### config.mk
export PLATFORM = sky130hd
export DESIGN_NAME = pipeline_hazard_ctrl
export DESIGN_NICKNAME = d
export VERILOG_FILES = /design/src/rtl/pipeline_hazard_ctrl.sv
export SDC_FILE = /design/constraint.sdc
export NUM_CORES = 1
export LEC_CHECK = 0
export ABC_AREA = 1
export CAP_MARGIN = 10
export CORE_UTILIZATION = 43
export DETAILED_ROUTE_END_ITERATION = 12
export PLACE_DENSITY = 0.76
export SYNTH_ARGS = -nofsm -noshare
export SYNTH_HDL_FRONTEND = slang
export SYNTH_SLANG_ARGS = --single-unit
### constraint.sdc
create_clock -name clk -period 1.93 [get_ports clk]
set_input_delay 0.4825 -clock clk [delete_from_list [all_inputs] [get_ports clk]]
set_output_delay 0.4825 -clock clk [all_outputs]
set_load 0.02 [all_outputs]
### src/rtl/pipeline_hazard_ctrl.sv
// Pipeline hazard controller: stalls ID on load-use and flag hazards, and flushes IF/ID and ID/EX
// for two cycles after a taken branch. Also counts stall cycles and flush events, saturating.
module pipeline_hazard_ctrl (
  input  logic        clk,
  input  logic        reset,
  input  logic [4:0]  id_RnAddr,
  input  logic [4:0]  id_RmAddr,
  input  logic        id_usesRn,
  input  logic        id_usesRm,
  input  logic        id_isCondBr,
  input  logic [4:0]  ex_RdAddr,
  input  logic        ex_read_enable,
  input  logic        ex_RegWrite,
  input  logic        ex_flagEn,
  input  logic        ex_brTaken,
  output logic        pc_hold,
  output logic        ifid_hold,
  output logic        ifid_flush,
  output logic        idex_bubble,
  output logic [1:0]  ctrl_state,
  output logic [15:0] stall_count,
  output logic [7:0]  flush_count
);

  typedef enum logic [1:0] {
    RUN   = 2'd0,
    FLUSH = 2'd1
  } state_t;

  state_t      state_reg;
  logic [15:0] stall_count_reg;
  logic [7:0]  flush_count_reg;
  logic        load_use;
  logic        flag_haz;
  logic        stall;
  logic        flush;

  // XZR (register 31) never carries a real result, so it never creates a dependency.
  assign load_use = ex_read_enable & ex_RegWrite & (ex_RdAddr != 5'd31) &
                    ((id_usesRn & (id_RnAddr == ex_RdAddr)) |
                     (id_usesRm & (id_RmAddr == ex_RdAddr)));
  assign flag_haz = ex_flagEn & id_isCondBr;

  always_comb begin
    stall = 1'b0;
    flush = 1'b0;
    if (!reset) begin
      case (state_reg)
        RUN: begin
          flush = ex_brTaken;
          stall = ~ex_brTaken & (load_use | flag_haz);
        end
        FLUSH: flush = 1'b1;
        default: begin
          stall = 1'b0;
          flush = 1'b0;
        end
      endcase
    end
  end

  assign pc_hold     = stall;
  assign ifid_hold   = stall;
  assign ifid_flush  = flush;
  assign idex_bubble = stall | flush;

  always_ff @(posedge clk) begin
    if (reset) begin
      state_reg       <= RUN;
      stall_count_reg <= 16'd0;
      flush_count_reg <= 8'd0;
    end else begin
      case (state_reg)
        RUN: begin
          if (ex_brTaken) begin
            state_reg <= FLUSH;
            if (flush_count_reg != 8'hFF)
              flush_count_reg <= flush_count_reg + 8'd1;
          end else if (load_use | flag_haz) begin
            if (stall_count_reg != 16'hFFFF)
              stall_count_reg <= stall_count_reg + 16'd1;
          end
        end
        // Second flush cycle: the branch in EX is already a bubble, so nothing is re-evaluated.
        FLUSH:   state_reg <= RUN;
        default: state_reg <= RUN;
      endcase
    end
  end

  assign ctrl_state  = state_reg;
  assign stall_count = stall_count_reg;
  assign flush_count = flush_count_reg;

endmodule

==> key figures, run 1 <==
Run status
  – Status: complete, but fails checks
  – Failing checks: setup timing

Worst setup path
  – Reg2reg start: stall_count[0]
  – Setup CP Type: in2out
  – Delay-heaviest family, CP: simple AND/OR/NAND/NOR gates
  – CP max stage cell: nor3_4
  – Critical R2R Capture: stall_count[14]
  – CP Data Arrival Time: roughly 1.5 ns
  – Worst Path Max Fanout: 3
  – CP bufs+invs: 2
  – Reg2Reg Depth: 12
  – Req. time, crit path: about 1.5 ns
  – Startpoint class of the critical path: input pin
  – Slowest stage delay, CP: roughly 0.16 ns
  – CP endpoint kind: primary output
  – Flop2flop setup slack: between 0.2 and 0.25 ns
  – CP cell instances: buf_8 > nand2_2 > nand2_1 > nor2_1 > nand3_1 > nand2_1 > nand2_2 > nand2_4 > nand2_4 > nor3_4 > buf_6

Cells and area
  – Cell area after layout: between 0.002 and 0.003 sq mm
  – Multi-input logic area: around 0.0011 sq mm
  – Finished Layout Cells: 425
  – Layout cells sized above 1: between 10% and 20%
  – Layout net count: between 400 and 500
  – Filler cell count: between 400 and 500
  – Inserted Diodes: 0
  – Final core occ: a little over three fifths
  – Area grow syn2layout: 37.5%
  – Number of flip-flops in the largest register: 16
  – Register Area: approximately 500 sq um

Synthesis
  – Simple-gate share of the synthesized area: about half
  – Fraction of registers with async set/reset: 0%
  – Synth top area share: between 20% and 30%
  – Synth Flop Type: dfxtp_1
  – Main combinational cell family by area after synthesis: simple AND/OR/NAND/NOR gates
  – Post-Synth XOR/XNOR Area: approximately 1.9%
  – Yosys cell types: 31
  – Top-count cell post-synth: nand2_1
  – Register area share after synthesis: about a quarter
  – Syn Area/Cell: approximately 6 sq um
  – Syn_nets: between 300 and 400
  – Mux contribution to synthesized area: 0%
  – Synth Register Bits: 25
  – Post-synthesis adder-cell area fraction: around 1.3%
  – Post-synthesis cell count: 320
  – EDFF count, synth: 0
  – Synth area leader: dfxtp_1
  – Warnings, synthesis: 0
  – Synthesized area: roughly 0.0019 sq mm
  – Most area-consuming cells after synthesis: dfxtp_1, nand2_1, inv_1
  – Commonest cells in the netlist: nand2_1, inv_1, nor2_1, dfxtp_1, nand3_1
  – Post-synthesis compound-gate area fraction: about 4.3%

Clocking
  – Clk pin slew, worst setup/hold paths: 0.08 ns
  – CTS max path bufs: 2
  – H-tree Lvls: 1
  – CTS tree: yes
  – Root Driver: clkbuf_8
  – TritonCTS buffer count: 3
  – Number of setup buffers added after CTS: 0
  – # clock sinks: 25
  – Clock Latency Late Sink: 0.27 ns

Worst hold path
  – Min-Delay Endpoint: flush_count[7]
  – HP Class: reg2reg
  – Worst min-delay path startpoint: flush_count[7]
  – WHS Path Cells: 2

Global routing
  – Vias in the first global route: 1,773
  – Initial antenna violation count: 0
  – GRT overflow: 0
  – First-pass GRT wire length: between 7000 and 8000 um
  – All-Layer GR Usage: about a fifth
  – Largest net degree at the start of global routing: 35

Timing
  – Final setup viols: 3
  – Post-route minimum period: 1.96 ns
  – Final Cycle Share: 101%
  – Final Slew Violations: 0
  – FMAX: about 500 MHz
  – Fin worst setup slack: -0.0276 ns
  – Fin. Hold Viols: 0
  – RSZ-0062 raised after global routing: true
  – Worst Skew: a little over 0.007 ns

Placement
  – Gp weighted congestion: ~0.8
  – DP HPWL: 3260 um
  – Cells after DPL: 421
  – Port buffer count: 52
  – DP Area: between 0.002 and 0.0025 sq mm

Power
  – Switching share of power: approximately 28%
  – Sequential power share: around 50%
  – Total power: approximately 0.0011 W
  – Clock share of power: 28.7%
  – Internal Power: roughly 0.00078 W
  – Logic pwr share: between 20 and 25%
  – Pwr/cell area: around 420 mW/mm^2
  – Peak supply drop: 248 uV
  – NetSw: a little over 0.0003 W
  – Leak Pwr: between 1 and 1.5 nW

Die
  – Core Region: between 0.004 and 0.005 sq mm
  – Die ar.: about 0.0046 sq mm
  – Chip Height: 68.0 um
  – Initial Util: 45.9%
  – Row count: 23
  – I/O pin total: 54
  – Die width: approximately 68 um

Drt
  – Avg WL per Cell: between 10 and 15 um
  – Final ANT Viol Nets: 0
  – DRT iter0 DRCs: ~170
  – 1st-pass router iterations: 5
  – Final routed DRC violation total: 0
  – Via count: ~2k
  – Total Wirelength: 4470 um
  – Via/cell ratio: between 4 and 5

Run
  – Max-cap violations: 0
logic make-up (layout without fill, tap and decap cells):
family	Yosys count	in the layout
xor gates and xnor gates	4	4
other	1	1
AOI/OAI and AO/OA	13	13
and+or+nand+nor	205	205
buffers and inverters	70	125
DFF	25	25
adders and majority gates	2	2
layout by cell type (no fill, tap or decap), types with 2 or more instances in the layout:
master	Yosys	final
nand2_1	92	82
inv_2	4	2
clkbuf_8	1	3
xor2_1	4	4
o21ai_0	3	3
nand4_1	17	17
dlygate4sd2_1	0	2
buf_6	1	8
ha_1	2	2
nor3_1	9	7
inv_1	54	49
buf_2	1	5
inv_8	0	3
a21oi_1	7	7
nand2_4	1	2
clkdlybuf4s15_1	0	2
buf_4	3	10
clkinv_1	2	2
nand3_2	1	2
dfxtp_1	25	25
inv_4	0	4
buf_8	2	5
nand3_1	25	24
nand2_2	5	14
nor2_2	6	7
nor2_1	45	44
nor3_2	2	3
clkdlybuf4s50_1	0	29
metrics by stage:
stage               setup TNS [ns]  setup WS (ns)  hold slack, ns
floorplan                   -0.310         -0.189           0.556
global placement             -8.87          -1.01           0.472
detailed placement           -9.67          -1.05           0.474
CTS                        -0.0992        -0.0368           0.487
global route                -0.370         -0.132           0.513
finish                     -0.0580        -0.0276           0.490
final cells by class:
class	instances	area share, %
clock buffer	4	1.75
tap	50	2.43
sequential	25	19.4
timing repair buffer	61	23.0
multi-input combinational	225	43.4
inverter	60	10.0
worst reg2reg max path: stages (launching register included):
cell and delay [ns]:
dfxtp_1 0.38, ha_1 0.24, inv_1 0.07, nor2_1 0.05, nand2_1 0.12, nor2_1 0.07, nor2_2 0.20, nand2_1 0.13
nor2_2 0.12, nand3_1 0.09, nand2_1 0.08, inv_1 0.03, nor2_1 0.08
power by group through the flow:
stage | Sequential [W] | Combinational (W) | Clock (W)
floorplan | 0.000554 | 0.000129 | 0
global placement | 0.000545 | 0.000234 | 0
detailed placement | 0.000545 | 0.000238 | 0
CTS | 0.000533 | 0.000231 | 0.000328
global route | 0.000535 | 0.000274 | 0.000345
finish | 0.000533 | 0.000247 | 0.000314
worst max-delay path by stage:
stage,slack (ns),start,endpoint,cells after the start
after floorplan,-0.19,id_RnAddr[2],pc_hold,12
after global placement,-1.01,ex_RdAddr[3],pc_hold,12
after detailed placement,-1.05,ex_RdAddr[3],ifid_hold,12
after CTS,-0.04,ex_RdAddr[2],ifid_hold,12
after global routing,-0.13,ex_RdAddr[2],ifid_hold,12
final,-0.03,ex_RdAddr[3],ifid_hold,11
routing by layer:
metal	global-route usage (%)	up-vias	share of wire, %
met3	3.00	4	4.5
li1	-	1093	-
met5	0	-	0
met4	5.47	0	0.87
met1	28.6	877	48
met2	34.2	43	47
what timing repair did:
action | 4_1_cts | 5_1_grt
hold buffers | 0 | 0
gates resized for setup | 102 | 22
setup endpoints to repair | 20 | 4
pin swaps | 26 | 7
Note: power is estimated with default switching activity, not from simulation.
==> run 2: changes to the inputs <==
--- a/config.mk
+++ b/config.mk
@@ -7,9 +7,11 @@
 export LEC_CHECK = 0
 export ABC_AREA = 1
 export CAP_MARGIN = 10
-export CORE_UTILIZATION = 43
+export CORE_UTILIZATION = 52
 export DETAILED_ROUTE_END_ITERATION = 12
-export PLACE_DENSITY = 0.76
+export GPL_ROUTABILITY_DRIVEN = 0
+export GPL_TIMING_DRIVEN = 0
+export PLACE_DENSITY = 0.86
 export SYNTH_ARGS = -nofsm -noshare
 export SYNTH_HDL_FRONTEND = slang
 export SYNTH_SLANG_ARGS = --single-unit
==> constraint.sdc (replaced) <==
create_clock -name clk -period 2.5 [get_ports clk]
set_input_delay 0.625 -clock clk [delete_from_list [all_inputs] [get_ports clk]]
set_output_delay 0.625 -clock clk [all_outputs]
set_load 0.02 [all_outputs]
==> key figures, run 2 (synthesized netlist as in run 1, its figures left out) <==
Run status
  – Status: finished clean (was complete, but fails checks)

Global routing
  – First-pass GRT wire length: 7410 um (was 7570 um)
  – Initial antenna violation count: 0 (unchanged)
  – All-Layer GR Usage: 25.4% (was 21.0%)
  – GRT overflow: 0 (unchanged)
  – Vias in the first global route: 1,799 (was 1,773)
  – Largest net degree at the start of global routing: 16 (was 35)

Die
  – Core Region: 0.00339 sq mm (was 0.00409 sq mm)
  – Initial Util: 55.3% (was 45.9%)
  – Die ar.: 0.00385 sq mm (was 0.00463 sq mm)
  – I/O pin total: 54 (unchanged)
  – Row count: 21 (was 23)
  – Chip Height: 62.1 um (was 68.0 um)
  – Die width: 62.1 um (was 68.0 um)

Timing
  – Post-route minimum period: between 2 and 2.5 ns
  – Final setup viols: 0 (was 3)
  – RSZ-0062 raised after global routing: false (was true)
  – Final Cycle Share: between 90% and 100%
  – Fin worst setup slack: 0.0820 ns (was -0.0276 ns)
  – Fin. Hold Viols: 0 (unchanged)
  – Hold_ws: 0.495 ns (was 0.490 ns)
  – Worst Skew: 0.0102 ns (was 0.00711 ns)
  – Final Slew Violations: 0 (unchanged)
  – FMAX: approximately 410 MHz

Placement
  – Port buffer count: 51 (was 52)
  – Post-Place Worst Slack: -1.00 ns (was -1.05 ns)
  – Cells after DPL: 417 (was 421)
  – DP HPWL: 3500 um (was 3260 um)

Worst setup path
  – CP cell instances: clkdlybuf4s50_1 > inv_4 > buf_8 > nand2_4 > nor3_4 > buf_4 > buf_6 (was buf_8 > nand2_2 > nand2_1 > nor2_1 > nand3_1 > nand2_1 > nand2_2 > nand2_4 > nand2_4 > nor3_4 > buf_6)
  – CP Data Arrival Time: 1.79 ns (was 1.48 ns)
  – Setup CP Type: in2out (unchanged)
  – Reg2reg start: stall_count[0] (unchanged)
  – Crit path from: ex_brTaken (was ex_RdAddr[3])
  – CP bufs+invs: 5 (was 2)
  – Slowest stage delay, CP: 0.44 ns (was 0.16 ns)
  – Delay-heaviest family, CP: buffers and inverters (was simple AND/OR/NAND/NOR gates)
  – CP endpoint kind: primary output (unchanged)
  – Startpoint class of the critical path: input pin (unchanged)
  – Worst Path Max Fanout: 10 (was 3)
  – CP max stage cell: clkdlybuf4s50_1 (was nor3_4)
  – Req. time, crit path: 1.88 ns (was 1.45 ns)

Drt
  – Avg WL per Cell: 11.2 um (was 10.5 um)
  – Via count: 2,077 (was 2,017)
  – Via/cell ratio: 4.93 (was 4.75)
  – Total Wirelength: 4730 um (was 4470 um)
  – 1st-pass router iterations: 5 (unchanged)
  – DRT iter0 DRCs: 164 (was 169)
  – Final routed DRC violation total: 0 (unchanged)
  – Final ANT Viol Nets: 0 (unchanged)

Power
  – NetSw: 0.000246 W (was 0.000310 W)
  – Sequential power share: 52.9% (was 48.7%)
  – Leak Pwr: 1.08 nW (was 1.10 nW)
  – Pwr/cell area: 322 mW/mm^2 (was 424 mW/mm^2)
  – Switching share of power: 31.5% (was 28.4%)
  – Peak supply drop: 260 uV (was 248 uV)
  – Total power: 0.000782 W (was 0.00109 W)
  – Internal Power: 0.000536 W (was 0.000783 W)
  – Clock share of power: 25.4% (was 28.7%)
  – Logic pwr share: 21.7% (was 22.6%)

Cells and area
  – Final core occ: 71.5% (was 63.1%)
  – Area grow syn2layout: 29.3% (was 37.5%)
  – Number of flip-flops in the largest register: 16 (unchanged)
  – Commonest non-fill, non-tap cell in the layout: nand2_1 (unchanged)
  – Most frequent cells in the layout: nand2_1, inv_1, nor2_1 (unchanged)
  – Layout cells sized above 1: 14.7% (was 19.2%)
  – Layout net count: 402 (unchanged)
  – Inserted Diodes: 0 (unchanged)
  – Finished Layout Cells: 421 (was 425)

Worst hold path
  – Worst min-delay path startpoint: flush_count[4] (was flush_count[7])
  – HP Class: reg2reg (unchanged)

Clocking
  – Clock Latency Late Sink: 0.33 ns (was 0.27 ns)
  – TritonCTS buffer count: 3 (unchanged)
  – CTS max path bufs: 2 (unchanged)
  – H-tree Lvls: 1 (unchanged)
  – CTS tree: yes (unchanged)
  – Clk pin slew, worst setup/hold paths: 0.16 ns (was 0.08 ns)
  – # clock sinks: 25 (unchanged)
  – Root Driver: clkbuf_4 (was clkbuf_8)

Run
  – Max-cap violations: 0 (unchanged)
[run 2: tightest hold or removal path, delay by kind of cell (launching register included)]
kind             cells  cell delay, ns
flip-flops           1            0.35
AND/OR/NAND/NOR      1            0.06
AO/OA/AOI/OAI        1            0.05
[run 2: final cells by class]
class                   count  area [sq um]
multi-input cells         225          1090
fillers                   298           965
flip-flops and latches     25           500
repair buffers             52           439
inverters                  60           228
plain buffers               9          80.1
well taps                  46          57.6
clock buffers               3          22.5
clock inverters             1          7.51
[run 2: timing repair]
item                                    CTS  global route
resized for setup                        51            29
buffers inserted                          1             0
pin swaps                                15            19
hold buffers                              0             0
endpoints found under the setup margin    4             4
[run 2: power groups by stage]
stage / logic (W) / clock network, W / registers (W)
floorplan: 0.0000936 / 0 / 0.000427
global placement: 0.000175 / 0 / 0.000421
detailed placement: 0.000179 / 0 / 0.000421
CTS: 0.000171 / 0.000200 / 0.000413
global route: 0.000190 / 0.000215 / 0.000415
finish: 0.000169 / 0.000199 / 0.000413
[run 2: path summary, 6_finish.rpt]
check | slack [ns] | to | depth (start not counted)
max | 0.08 | pc_hold | 7
min | 0.49 | flush_count[4] | 2
max reg2reg | 0.76 | stall_count[5] | 9
min reg2reg | 0.49 | flush_count[4] | 2
[run 2: routing by layer]
metal / vias up / wire length [um] / part of all wire [%] / GRT usage (%)
met5: - / 0 / 0 / 0
met4: 0 / 90 / 1.9 / 8.25
met3: 8 / 258 / 5.5 / 3.93
met2: 68 / 2260 / 48 / 45.6
met1: 905 / 2120 / 45 / 30.8
li1: 1096 / - / - / -
[run 2: per-stage QoR]
stage	cell area [sq um]	TNS (ns)
2_1_floorplan	1880	0
3_3_place_gp	2450	-2.99
3_5_place_dp	2450	-3.18
4_1_cts	2470	-0.00994
5_1_grt	2420	0
6_report	2420	0
